==> src/rtl/dmem_pkg.sv <==
// Shared definitions for the data-memory port arbiter: depth, address width, response owner.
// Latency: none (declarations only).
// Backpressure: not applicable.
package dmem_pkg;

  localparam int DMEM_DEPTH = 32;
  localparam int DMEM_AW    = $clog2(DMEM_DEPTH);

  // Which requester the registered response belongs to.
  typedef enum logic [1:0] {
    OWN_NONE = 2'd0,
    OWN_C    = 2'd1,
    OWN_D    = 2'd2
  } owner_t;

  // Word address falls inside the physical memory.
  function automatic logic addr_in_range(input logic [31:0] addr, input int depth);
    return addr < 32'(depth);
  endfunction

endpackage

==> src/rtl/dmem_port_arbiter_if.sv <==
// Bundle of the two requester ports (C, D) and the single-port memory side.
// Latency: none (wires only).
// Backpressure: requesters hold req and fields until gnt; memory never stalls.
interface dmem_port_arbiter_if;
  import dmem_pkg::*;

  logic        c_req;
  logic        c_we;
  logic [31:0] c_addr;
  logic [31:0] c_wdata;
  logic        c_gnt;
  logic        c_rvalid;
  logic [31:0] c_rdata;
  logic        c_err;

  logic        d_req;
  logic        d_we;
  logic [31:0] d_addr;
  logic [31:0] d_wdata;
  logic        d_gnt;
  logic        d_rvalid;
  logic [31:0] d_rdata;
  logic        d_err;

  logic        m_read;
  logic        m_write;
  logic [31:0] m_addr;
  logic [31:0] m_wdata;
  logic [31:0] m_rdata;

  // Arbiter view.
  modport slave (
    input  c_req, c_we, c_addr, c_wdata,
    output c_gnt, c_rvalid, c_rdata, c_err,
    input  d_req, d_we, d_addr, d_wdata,
    output d_gnt, d_rvalid, d_rdata, d_err,
    output m_read, m_write, m_addr, m_wdata,
    input  m_rdata
  );

  // Requesters and memory view.
  modport master (
    output c_req, c_we, c_addr, c_wdata,
    input  c_gnt, c_rvalid, c_rdata, c_err,
    output d_req, d_we, d_addr, d_wdata,
    input  d_gnt, d_rvalid, d_rdata, d_err,
    input  m_read, m_write, m_addr, m_wdata,
    output m_rdata
  );

endinterface

==> src/rtl/dmem_port_arbiter.sv <==
// Arbitrates CPU (C) and DMA/debug (D) onto one single-port data memory, with range check.
// Latency: grant is combinational; load/error response is one cycle after grant.
// Backpressure: losing port holds req until gnt; D is forced through after MAX_WAIT losses.
module dmem_port_arbiter
  import dmem_pkg::*;
#(
  parameter int DEPTH    = DMEM_DEPTH,
  parameter int MAX_WAIT = 4
) (
  input  logic               CLK,
  input  logic               rst_n,
  dmem_port_arbiter_if.slave bus
);

  localparam int SW = $clog2(MAX_WAIT + 1);

  logic [SW-1:0] starve_cnt;
  logic [SW-1:0] starve_nxt;
  owner_t        resp_owner;
  owner_t        owner_nxt;
  logic          resp_err;
  logic          err_nxt;

  logic          c_win;
  logic          d_win;
  logic          any_gnt;
  logic          sel_we;
  logic          sel_ok;
  logic [31:0]   sel_addr;
  logic [31:0]   sel_wdata;

  // Pick a winner (CPU first unless D has starved) and mux its fields onto the memory.
  always_comb begin
    d_win     = 1'b0;
    c_win     = 1'b0;
    sel_addr  = '0;
    sel_wdata = '0;
    sel_we    = 1'b0;
    if (rst_n) begin
      d_win = bus.d_req && (!bus.c_req || (starve_cnt == SW'(MAX_WAIT)));
      c_win = bus.c_req && !d_win;
    end
    if (c_win) begin
      sel_addr  = bus.c_addr;
      sel_wdata = bus.c_wdata;
      sel_we    = bus.c_we;
    end else if (d_win) begin
      sel_addr  = bus.d_addr;
      sel_wdata = bus.d_wdata;
      sel_we    = bus.d_we;
    end
    any_gnt = c_win || d_win;
    sel_ok  = addr_in_range(sel_addr, DEPTH);
  end

  assign bus.c_gnt   = c_win;
  assign bus.d_gnt   = d_win;
  assign bus.m_addr  = sel_addr;
  assign bus.m_wdata = sel_wdata;
  assign bus.m_read  = any_gnt && sel_ok && !sel_we;
  assign bus.m_write = any_gnt && sel_ok && sel_we;

  // Next starvation count and which port (if any) is owed a response next cycle.
  always_comb begin
    starve_nxt = '0;
    owner_nxt  = OWN_NONE;
    err_nxt    = 1'b0;
    if (bus.d_req && !d_win) begin
      starve_nxt = (starve_cnt == SW'(MAX_WAIT)) ? starve_cnt : starve_cnt + SW'(1);
    end
    // In-range stores complete silently; loads and any out-of-range op answer.
    if (any_gnt && !(sel_ok && sel_we)) begin
      owner_nxt = c_win ? OWN_C : OWN_D;
      err_nxt   = !sel_ok;
    end
  end

  // State registers; reset drops any response still in flight.
  always_ff @(posedge CLK or negedge rst_n) begin
    if (!rst_n) begin
      starve_cnt <= '0;
      resp_owner <= OWN_NONE;
      resp_err   <= 1'b0;
    end else begin
      starve_cnt <= starve_nxt;
      resp_owner <= owner_nxt;
      resp_err   <= err_nxt;
    end
  end

  // Route the memory's registered read data to the owner; error responses carry zero.
  assign bus.c_rvalid = (resp_owner == OWN_C);
  assign bus.d_rvalid = (resp_owner == OWN_D);
  assign bus.c_err    = bus.c_rvalid && resp_err;
  assign bus.d_err    = bus.d_rvalid && resp_err;
  assign bus.c_rdata  = (bus.c_rvalid && !resp_err) ? bus.m_rdata : '0;
  assign bus.d_rdata  = (bus.d_rvalid && !resp_err) ? bus.m_rdata : '0;

endmodule

==> src/flat_wrapper.sv <==
// flat-port wrapper written by rule: the top's interface ports become plain ports
module dmem_port_arbiter_flat import dmem_pkg::*;
#(
  parameter int DEPTH    = DMEM_DEPTH,
  parameter int MAX_WAIT = 4
)
  (CLK, rst_n, bus_c_req, bus_c_we, bus_c_addr, bus_c_wdata, bus_c_gnt, bus_c_rvalid, bus_c_rdata, bus_c_err, bus_d_req, bus_d_we, bus_d_addr, bus_d_wdata, bus_d_gnt, bus_d_rvalid, bus_d_rdata, bus_d_err, bus_m_read, bus_m_write, bus_m_addr, bus_m_wdata, bus_m_rdata);
  dmem_port_arbiter_if bus_i ();
  input  logic CLK;
  input  logic rst_n;
  input wire logic [$bits(bus_i.c_req)-1:0] bus_c_req;
  input wire logic [$bits(bus_i.c_we)-1:0] bus_c_we;
  input wire logic [$bits(bus_i.c_addr)-1:0] bus_c_addr;
  input wire logic [$bits(bus_i.c_wdata)-1:0] bus_c_wdata;
  output wire logic [$bits(bus_i.c_gnt)-1:0] bus_c_gnt;
  output wire logic [$bits(bus_i.c_rvalid)-1:0] bus_c_rvalid;
  output wire logic [$bits(bus_i.c_rdata)-1:0] bus_c_rdata;
  output wire logic [$bits(bus_i.c_err)-1:0] bus_c_err;
  input wire logic [$bits(bus_i.d_req)-1:0] bus_d_req;
  input wire logic [$bits(bus_i.d_we)-1:0] bus_d_we;
  input wire logic [$bits(bus_i.d_addr)-1:0] bus_d_addr;
  input wire logic [$bits(bus_i.d_wdata)-1:0] bus_d_wdata;
  output wire logic [$bits(bus_i.d_gnt)-1:0] bus_d_gnt;
  output wire logic [$bits(bus_i.d_rvalid)-1:0] bus_d_rvalid;
  output wire logic [$bits(bus_i.d_rdata)-1:0] bus_d_rdata;
  output wire logic [$bits(bus_i.d_err)-1:0] bus_d_err;
  output wire logic [$bits(bus_i.m_read)-1:0] bus_m_read;
  output wire logic [$bits(bus_i.m_write)-1:0] bus_m_write;
  output wire logic [$bits(bus_i.m_addr)-1:0] bus_m_addr;
  output wire logic [$bits(bus_i.m_wdata)-1:0] bus_m_wdata;
  input wire logic [$bits(bus_i.m_rdata)-1:0] bus_m_rdata;
  assign bus_i.c_req = bus_c_req;
  assign bus_i.c_we = bus_c_we;
  assign bus_i.c_addr = bus_c_addr;
  assign bus_i.c_wdata = bus_c_wdata;
  assign bus_c_gnt = bus_i.c_gnt;
  assign bus_c_rvalid = bus_i.c_rvalid;
  assign bus_c_rdata = bus_i.c_rdata;
  assign bus_c_err = bus_i.c_err;
  assign bus_i.d_req = bus_d_req;
  assign bus_i.d_we = bus_d_we;
  assign bus_i.d_addr = bus_d_addr;
  assign bus_i.d_wdata = bus_d_wdata;
  assign bus_d_gnt = bus_i.d_gnt;
  assign bus_d_rvalid = bus_i.d_rvalid;
  assign bus_d_rdata = bus_i.d_rdata;
  assign bus_d_err = bus_i.d_err;
  assign bus_m_read = bus_i.m_read;
  assign bus_m_write = bus_i.m_write;
  assign bus_m_addr = bus_i.m_addr;
  assign bus_m_wdata = bus_i.m_wdata;
  assign bus_i.m_rdata = bus_m_rdata;
  dmem_port_arbiter #(.DEPTH(DEPTH), .MAX_WAIT(MAX_WAIT)) u_core (.CLK(CLK), .rst_n(rst_n), .bus(bus_i));
endmodule
==> config.mk <==
export PLATFORM = sky130hd
export DESIGN_NAME = dmem_port_arbiter_flat
export DESIGN_NICKNAME = d
export VERILOG_FILES = /design/src/rtl/dmem_pkg.sv /design/src/rtl/dmem_port_arbiter_if.sv /design/src/rtl/dmem_port_arbiter.sv /design/src/flat_wrapper.sv
export SDC_FILE = /design/constraint.sdc
export NUM_CORES = 1
export LEC_CHECK = 0
export BUFFER_PORTS_ARGS = -buffer_cell sky130_fd_sc_hd__buf_4
export CORE_AREA = 10 10 110 112
export DETAILED_ROUTE_END_ITERATION = 16
export DIE_AREA = 0 0 120 122
export SYNTH_ARGS = -nofsm -noshare
export SYNTH_HDL_FRONTEND = slang
export SYNTH_SLANG_ARGS = --single-unit
==> constraint.sdc <==
create_clock -name CLK -period 3.54 [get_ports CLK]
set_input_delay 0.354 -clock CLK [delete_from_list [all_inputs] [get_ports CLK]]
set_output_delay 0.354 -clock CLK [all_outputs]
set_load 0.02 [all_outputs]
## Word-level counts from Yosys, hierarchy flattened

Index checks and enable logic that the tools add are counted.

- $lt $le $gt $ge: 1
- Mux-type cells: 15
- $add $sub $neg: 1
- Reduce and logical (&&, ||, !) cells: 21
- Eq/ne operators: 4

Operator list:

| kind | number |
|---|---|
| 32-bit two-way mux | 6 |
| 32-bit by 6-bit < comparator with 1-bit output, second input constant | 1 |
| 1-bit logical AND | 12 |
| 1-bit logical NOT | 7 |
| 3-bit two-way mux | 2 |
| 1-bit two-way mux | 5 |
| 2-bit two-way mux | 2 |
| 3-bit by 1-bit adder with 3-bit output, second input constant | 1 |
| 3-bit equality test, second input constant | 1 |
| 2-bit by 1-bit equality test with 1-bit output, second input constant | 1 |
| 2-bit equality test, second input constant | 1 |
| 1-bit logical OR | 2 |
| 2-bit inequality test, second input constant | 1 |

- Register bits: 6
- Logic and storage cells: 45

## Logic depth before layout (Yosys ltp)

Gate-level depths: netlist of the first run.

- Depth in word-level cells: 12
- Depth in mapped cells: 8

## Worst setup path before layout of the first run

OpenSTA, ideal clock, no wires.

- Path kind: reg2out
- From: register u_core.starve_cnt[0]
- To: output bus_m_addr[4]
- Arrival time: 1.527 ns
- Slack: 1.659 ns
- Cell stages (with the launch flop): 8
- Data required time: 3.186 ns
- Path through: dfrtp_1 -> inv_1 -> ha_1 -> nand3_1 -> nand3_2 -> inv_2 -> clkbuf_1 -> a22o_1

- Cells in the longest elaborated chain, start to end: 7

Ends and longest elaborated chain:

| what | RTL line | source |
|---|---|---|
| start: declaration | dmem_port_arbiter.sv:17 | `logic [SW-1:0] starve_cnt;` |
| start signal: assignment | dmem_port_arbiter.sv:85 | `starve_cnt <= starve_nxt;` |
| 3-bit equality test * | dmem_port_arbiter.sv:40 | `d_win = bus.d_req && (!bus.c_req \|\| (starve_cnt == SW'(MAX_WAIT)));` |
| 1-bit logical OR * | dmem_port_arbiter.sv:40 |  |
| 1-bit logical AND * | dmem_port_arbiter.sv:40 |  |
| 1-bit logical NOT | dmem_port_arbiter.sv:41 | `c_win = bus.c_req && !d_win;` |
| 1-bit logical AND | dmem_port_arbiter.sv:41 |  |
| 1-bit two-way mux | dmem_port_arbiter.sv:39 | `if (rst_n) begin` |
| 32-bit two-way mux * | dmem_port_arbiter.sv:43 | `if (c_win) begin` |
| end: declaration | flat_wrapper.sv:29 | `output wire logic [$bits(bus_i.m_addr)-1:0] bus_m_addr;` |

Every way passes the cells marked *; elsewhere a longest branch is shown, timed or not.

## Worst setup path after layout of the first run

- From: register u_core.starve_cnt[0]
- To: output bus_m_write

- Cells in the longest elaborated chain, start to end: 10

Ends and longest elaborated chain:

| what | RTL line | source |
|---|---|---|
| 3-bit equality test * | dmem_port_arbiter.sv:40 |  |
| 1-bit logical OR * | dmem_port_arbiter.sv:40 |  |
| 1-bit logical AND * | dmem_port_arbiter.sv:40 |  |
| 1-bit logical NOT | dmem_port_arbiter.sv:41 |  |
| 1-bit logical AND | dmem_port_arbiter.sv:41 |  |
| 1-bit two-way mux | dmem_port_arbiter.sv:39 |  |
| 32-bit two-way mux | dmem_port_arbiter.sv:43 |  |
| 32-bit by 6-bit < comparator with 1-bit output | dmem_pkg.sv:18 | `return addr < 32'(depth);` |
| 1-bit logical AND | dmem_port_arbiter.sv:61 | `assign bus.m_write = any_gnt && sel_ok && sel_we;` |
| 1-bit logical AND * | dmem_port_arbiter.sv:61 |  |
| end: declaration | flat_wrapper.sv:28 | `output wire logic [$bits(bus_i.m_write)-1:0] bus_m_write;` |

Marks and branches as above.

==> run metrics, run 1 <==
GRT Residual Overflow=0; Ant. Diodes=0; reg2reg end=u_core.resp_owner[1]$_DFF_PN0_; CTS tree=built; layout cell share with drive strength beyond 1=0.6183; worst-path fanout max=42; initial antenna violation count=0; via count=approximately 2.9k; drt via density=around 4.5; final RePlAce weighted congestion=0.8698; Post-synth EDFFs=0; first-pass GRT wire length=between 15000 and 20000 um; CP endpoint=bus_m_write; CORE AREA=between 0.01 and 0.015 mm2; final worst setup slack=approximately 0.60 ns; Commonest cells post-synth=and2_1 (66), a22o_1 (64), buf_6 (10), nor4_1 (10); Finished Cell Area=around 0.004 mm2; main flop type after synthesis=dfrtp_1; H-Tree Depth=1; Synth area leaders=a22o_1 (34%), and2_1 (25%), dfrtp_1 (9.1%); Pwr Density=between 150 and 200 mW/mm2; Die Height=~120 um; R2R Setup Slk=roughly 1.2 ns; Worst R2R Path Depth=8; cell count after placement=around 640; Max Slew Vio Count=0; Crit Path Category=reg -> out; Layout area overhead=142.1%; die span in x=~120 um; Ys Warns=0; Crit path arrival time=approximately 2.6 ns; Layout Cells excl Fill=639; grt met2 use=0.2944; Clock Tree Buf Depth=2; final setup TNS=0 ns; Pleak=2.179 nW; met3 Track Usage GR=0.06707; # DRC=0; grt peak-use layer=met2; worst hold path stage count=3; Post-DRT Antenna Nets=0; DRT iter0 DRCs=about 140; number of port buffers=around 300; # rows=37; final setup violation count=0; vias in the first global route=roughly 3.1k; Critical Path Start=u_core.starve_cnt[0]$_DFFE_PN0P_; Period Utilization, post-route=0.8300; status=completed; Design Power=between 0.0006 and 0.0007 W; Tightest Hold Check Type=in -> reg; largest net degree at the start of global routing=43; Worst R2R Start=u_core.starve_cnt[0]$_DFFE_PN0P_; number of max-cap violations=0; Worst VDD drop=around 64 uV; WL/cell=20.19 um; Yosys reg bits=6; Pre-antenna DRT Iters=4; Worst-Skew Late Latency=around 0.23 ns; dpl ws=between 0.8 and 0.9 ns; Fin. Hold Viols=0; top cell type's share of synthesized area=0.3399; Slew @ Worst Pin=roughly 0.76 ns; ys async rst share=1.000; I/O pins=302; clk slew on worst S/H paths=0.04 ns; FILL cells=just over 1k; Max Clk Rate=approximately 0.34 GHz; number of CTS-inserted buffers=3; Mapped Area=0.001649 mm2; post-synth cell types=31; cells after synthesis=around 220; Seq/Total Area, Yosys=0.09105; Slew HR=0.4914; wirelength, routed=12900 um; Initial Util=0.1642; WP data required=3.19 ns; top-count cell post-synth=and2_1; clock root cell=clkbuf_8; Setup crit end kind=primary output; HPWL Detailed=approximately 12000 um; synthesized net count=approximately 380; skew final=~0.0043 ns; syn_area_per_cell=between 7 and 8 um2; Sink Count=6; CP startpoint kind=register; met1 global-route usage=0.1620; min Tclk post-route=slightly below 3 ns; full die area=between 0.01 and 0.015 mm2; Total GRT Usage=0.1574; cell taking the most area after synthesis=a22o_1; dpl cell area=~0.0039 mm2; RSZ-0062 raised after global routing=false; nets=between 600 and 700
==> registers in the layout, indices dropped and copies added, names as in the netlist <==
name and cells:
u_core.resp_err 1, u_core.resp_owner 2, u_core.starve_cnt 3
==> repair_timing <==
action                    in CTS  in global routing
setup buffers                  0                  0
hold buffers                   1                  0
gates resized for setup        0                  0
hold endpoints to repair       6                  0
==> report_power, final <==
part	leakage (nW)	total, W	switching [W]	internal, W
clock	0.0216	0.000104	0.0000304	0.0000731
sequential	0.0774	0.0000805	0.00000564	0.0000749
combinational	2.08	0.000492	0.000234	0.000258
total	2.18	0.000676	0.000271	0.000406
==> how the worst min path moves through the flow <==
stage / from / to
3_3_place_gp: rst_n / u_core.starve_cnt[2]$_DFFE_PN0P_
4_1_cts: bus_c_req / u_core.resp_owner[0]$_DFF_PN0_
2_1_floorplan: rst_n / u_core.resp_err$_DFF_PN0_
3_5_place_dp: rst_n / u_core.starve_cnt[0]$_DFFE_PN0P_
6_report: bus_c_req / u_core.resp_owner[0]$_DFF_PN0_
5_1_grt: bus_c_req / u_core.resp_owner[0]$_DFF_PN0_
==> cells by family (layout without fill, tap and decap cells) <==
group                    after synthesis  after routing  share of synthesized area
AND/OR/NAND/NOR                      107            107                     0.3923
AO/OA/AOI/OAI                         76             76                     0.3945
XOR/XNOR                               1              1                   0.005312
flip-flops                             6              6                    0.09104
adder cells (fa/ha/maj)                2              2                    0.01517
buffers and inverters                 24            311                     0.1017
==> critical path, cell delays in order, from the launching register on <==
cell and delay (ns):
dfrtp_1 0.41, inv_1 0.08, ha_1 0.23, a21bo_1 0.17
nand3_2 0.12, inv_2 0.54, o21ai_1 0.31, and4b_1 0.31
buf_4 0.16
==> through the flow <==
step,util,hold slack (ns)
2_1_floorplan,-,0.05841
3_3_place_gp,0.3923,0.1823
3_5_place_dp,0.3923,0.1865
4_1_cts,0.3974,0.4363
5_1_grt,0.3974,0.4523
6_report,0.3974,0.4372
==> cell type report <==
| class | count | area [um2] | area share |
|---|---|---|---|
| clock buffers | 3 | 41.29 | 0.01034 |
| inverters | 4 | 15.01 | 0.003761 |
| multi-input cells | 186 | 1331 | 0.3334 |
| flip-flops and latches | 6 | 150.1 | 0.03761 |
| well taps | 136 | 170.2 | 0.04262 |
| repair buffers | 304 | 2285 | 0.5722 |
==> routing by layer <==
metal	share of wire	wire, um
met1	0.36	4688
met2	0.51	6549
met3	0.12	1527
met4	0.011	136
met5	0	0
==> cells in the final DEF, fill, tap and decap left out, types with 3 or more instances in the layout <==
cell / netlist / final
and2_1: 66 / 66
nand2_1: 4 / 4
nand3_1: 5 / 5
buf_4: 0 / 303
dfrtp_1: 6 / 6
nor2_1: 8 / 8
clkbuf_8: 0 / 3
nor4_1: 10 / 10
a22o_1: 64 / 64
Note: power is estimated with default switching activity, not from simulation.
==> inputs of run 2 (changes only) <==
--- a/config.mk
+++ b/config.mk
@@ -6,9 +6,9 @@
 export NUM_CORES = 1
 export LEC_CHECK = 0
 export BUFFER_PORTS_ARGS = -buffer_cell sky130_fd_sc_hd__buf_4
-export CORE_AREA = 10 10 110 112
+export CORE_AREA = 10 10 108 110
 export DETAILED_ROUTE_END_ITERATION = 16
-export DIE_AREA = 0 0 120 122
+export DIE_AREA = 0 0 118 120
 export SYNTH_ARGS = -nofsm -noshare
 export SYNTH_HDL_FRONTEND = slang
 export SYNTH_SLANG_ARGS = --single-unit
==> constraint.sdc (replaced) <==
create_clock -name CLK -period 2.4 [get_ports CLK]
set_input_delay 0.24 -clock CLK [delete_from_list [all_inputs] [get_ports CLK]]
set_output_delay 0.24 -clock CLK [all_outputs]
set_load 0.02 [all_outputs]
==> run 2 against run 1 <==
Compared with the run above:
- critical path depth did not move
- cell area is 1.1% higher
- clock power grew 42%
- routed wire length decreased by 2.2%
- combinational power rose by 48%
- total power increased by 47%
- clock skew is essentially flat
- worst setup slack got worse by 0.43 ns
- count of clock-buffer cells in the layout stayed put
- global-route usage is 0.40 points higher
- largest power group unchanged
==> run metrics, run 2 (synthesis results as in run 1) <==
# rows=36 (-2.7%); commonest non-fill, non-tap cell in the layout=buf_4; Setup crit end kind=primary output; Design Power=0.0009943 W (+47%); Buf/Inv on CP=4 (+1); WL/cell=19.73 um (-2.3%); Max Slew Vio Count=0 (unchanged); H-Tree Depth=1 (unchanged); Max Clk Rate=0.4498 GHz; vias in the first global route=3168 (+1.5%); Pwr Density=246.4 mW/mm2 (+45%); WP data required=2.16 ns (-1.03 ns); wirelength, routed=12630 um (-2.2%); CORE AREA=0.009549 mm2 (-4.9%); full die area=0.01416 mm2 (-3.3%); HPWL Detailed=11440 um (-1.5%); status=completed; Pre-antenna DRT Iters=4 (unchanged); Fin. Hold Viols=0 (unchanged); cell count after placement=636 (+0.16%); CP startpoint kind=register; FILL cells=998 (-0.99%); die span in x=118 um (-1.7%); critical path's top delay family=buffers and inverters; HP Start=bus_c_req; Sink Count=6 (unchanged); Layout area overhead=144.7%; Post-DRT Antenna Nets=0 (unchanged); Total GRT Usage=0.1614 (+0.003964); via count=2919 (+0.59%); switching portion of total power=0.3917 (-0.008230); power share of the combinational group=0.732 (+0.004); Clock Tree Buf Depth=2 (unchanged); clock root cell=clkbuf_8; # DRC=0 (unchanged); Period Utilization, post-route=0.9264; setup bufs post-CTS=0 (unchanged); Worst VDD drop=116.6 uV (+83%); drt via density=4.561 (+0.43%); GRT Residual Overflow=0 (unchanged); nets=677 (+0.59%); largest net degree at the start of global routing=40 (-7.0%); layout cell share with drive strength beyond 1=0.6213 (+0.003012); number of port buffers=301 (unchanged); Worst-Skew Late Latency=0.22 ns (about the same); final setup violation count=0 (unchanged); worst-path fanout max=26 (-38%); clk slew on worst S/H paths=0.04 ns (about the same); Ant. Diodes=0 (unchanged); CTS tree=built; Slew HR=0.7668 (+0.2753); final setup TNS=0 ns (unchanged); I/O pins=302 (unchanged); Crit Path Category=reg -> out; Initial Util=0.1727 (+0.008539); first-pass GRT wire length=18690 um (+0.45%); max FFs per register=3 (unchanged); Clock Power Share=0.149 (-0.004); number of CTS-inserted buffers=3 (unchanged); initial antenna violation count=0 (unchanged); Die Height=120 um (-1.6%); Slowest-stage cell, CP=dfrtp_1; Net Sw Power=0.0003894 W (+44%); Most flops, register=u_core.starve_cnt; DRT iter0 DRCs=89 (-35%); Slew @ Worst Pin=0.3466 ns (-0.4162 ns); RSZ-0062 raised after global routing=false; Layout Cells excl Fill=640 (+0.16%); Cell Chain, Critical Path=inv_1 -> ha_1 -> a21bo_1 -> nand3_2 -> inv_2 -> buf_4 -> a22o_1 -> buf_4; largest registers=u_core.starve_cnt: 3 flops, u_core.resp_owner: 2 flops, u_core.resp_err: 1 flops; Pleak=2.204 nW (+1.2%); Crit path arrival time=1.98 ns (-0.60 ns); Tightest Hold Check Type=in -> reg; Int Pwr=0.0006048 W (+49%); Seq pwr share=0.119 (about the same); final RePlAce weighted congestion=0.8343 (-4.1%); hold slack=0.3368 ns (-0.1004 ns); slowest cell delay on critical path=0.40 ns (-0.14 ns); number of max-cap violations=0 (unchanged); min Tclk post-route=2.223 ns; Most common cell on crit path=buf_4; Worst R2R Start=u_core.starve_cnt[0]$_DFFE_PN0P_; commonest non-fill, non-tap cells in the layout=buf_4 (305), and2_1 (66), a22o_1 (64), nor4_1 (10), nor2_1 (8); Critical Path Start=u_core.starve_cnt[0]$_DFFE_PN0P_; skew final=0.003867 ns (-0.0003897 ns)
run 2: worst reg2reg max path: cells and delay by family (launching register included):
kind | cells | cell delay (ns)
AO/OA/AOI/OAI | 2 | 0.41
AND/OR/NAND/NOR | 2 | 0.26
flip-flops | 1 | 0.40
buffers and inverters | 3 | 0.38
adder cells (fa/ha/maj) | 1 | 0.22
run 2: area by class of cell:
class,instances,area (um2),area share
multi-input combinational,186,1331,0.3299
clock buffer,3,41.29,0.01023
sequential,6,150.1,0.03721
timing repair buffer,308,2331,0.5777
inverter,4,15.01,0.003721
tap,133,166.4,0.04124
run 2: worst paths after layout:
check | endpoint | cells after the start | slack, ns
worst max-delay path | bus_m_addr[7] | 8 | 0.18
worst min-delay path | u_core.resp_owner[0]$_DFF_PN0_ | 3 | 0.34
min in group asynchronous | u_core.starve_cnt[1]$_DFFE_PN0P_ | 2 | 0.38
worst min register to register | u_core.starve_cnt[0]$_DFFE_PN0P_ | 2 | 0.59
worst max register to register | u_core.resp_owner[1]$_DFF_PN0_ | 8 | 0.59
max in group asynchronous | u_core.resp_owner[1]$_DFF_PN0_ | 2 | 1.87
run 2: layer usage:
metal,vias to the layer above,wire [um],global-route usage
met5,-,0,0
met4,0,22,0.01391
li1,1402,-,-
met2,184,6730,0.3091
met3,2,1488,0.07079
met1,1331,4383,0.1643
run 2: repair_timing:
item	in CTS	in global routing
hold endpoints to repair	6	0
hold buffers	1	0
endpoints found under the setup margin	0	39
resized for setup	0	1
run 2: metrics by stage:
stage	instance area, um2	setup slack (ns)	util
final	4035	0.1766	0.4226
after global routing	4035	0.02035	0.4226
after CTS	4031	0.07878	0.4222
after detailed placement	3980	0.3275	0.4168
after global placement	3980	0.3759	0.4168
after floorplan	1649	0.6328	-
run 2: power groups by stage:
stage	Combinational [W]	Sequential, W	Clock, W
finish	0.000728	0.000118	0.000148
global route	0.000779	0.000120	0.000158
CTS	0.000736	0.000118	0.000152
detailed placement	0.000734	0.000119	0
global placement	0.000726	0.000119	0
floorplan	0.000312	0.000117	0
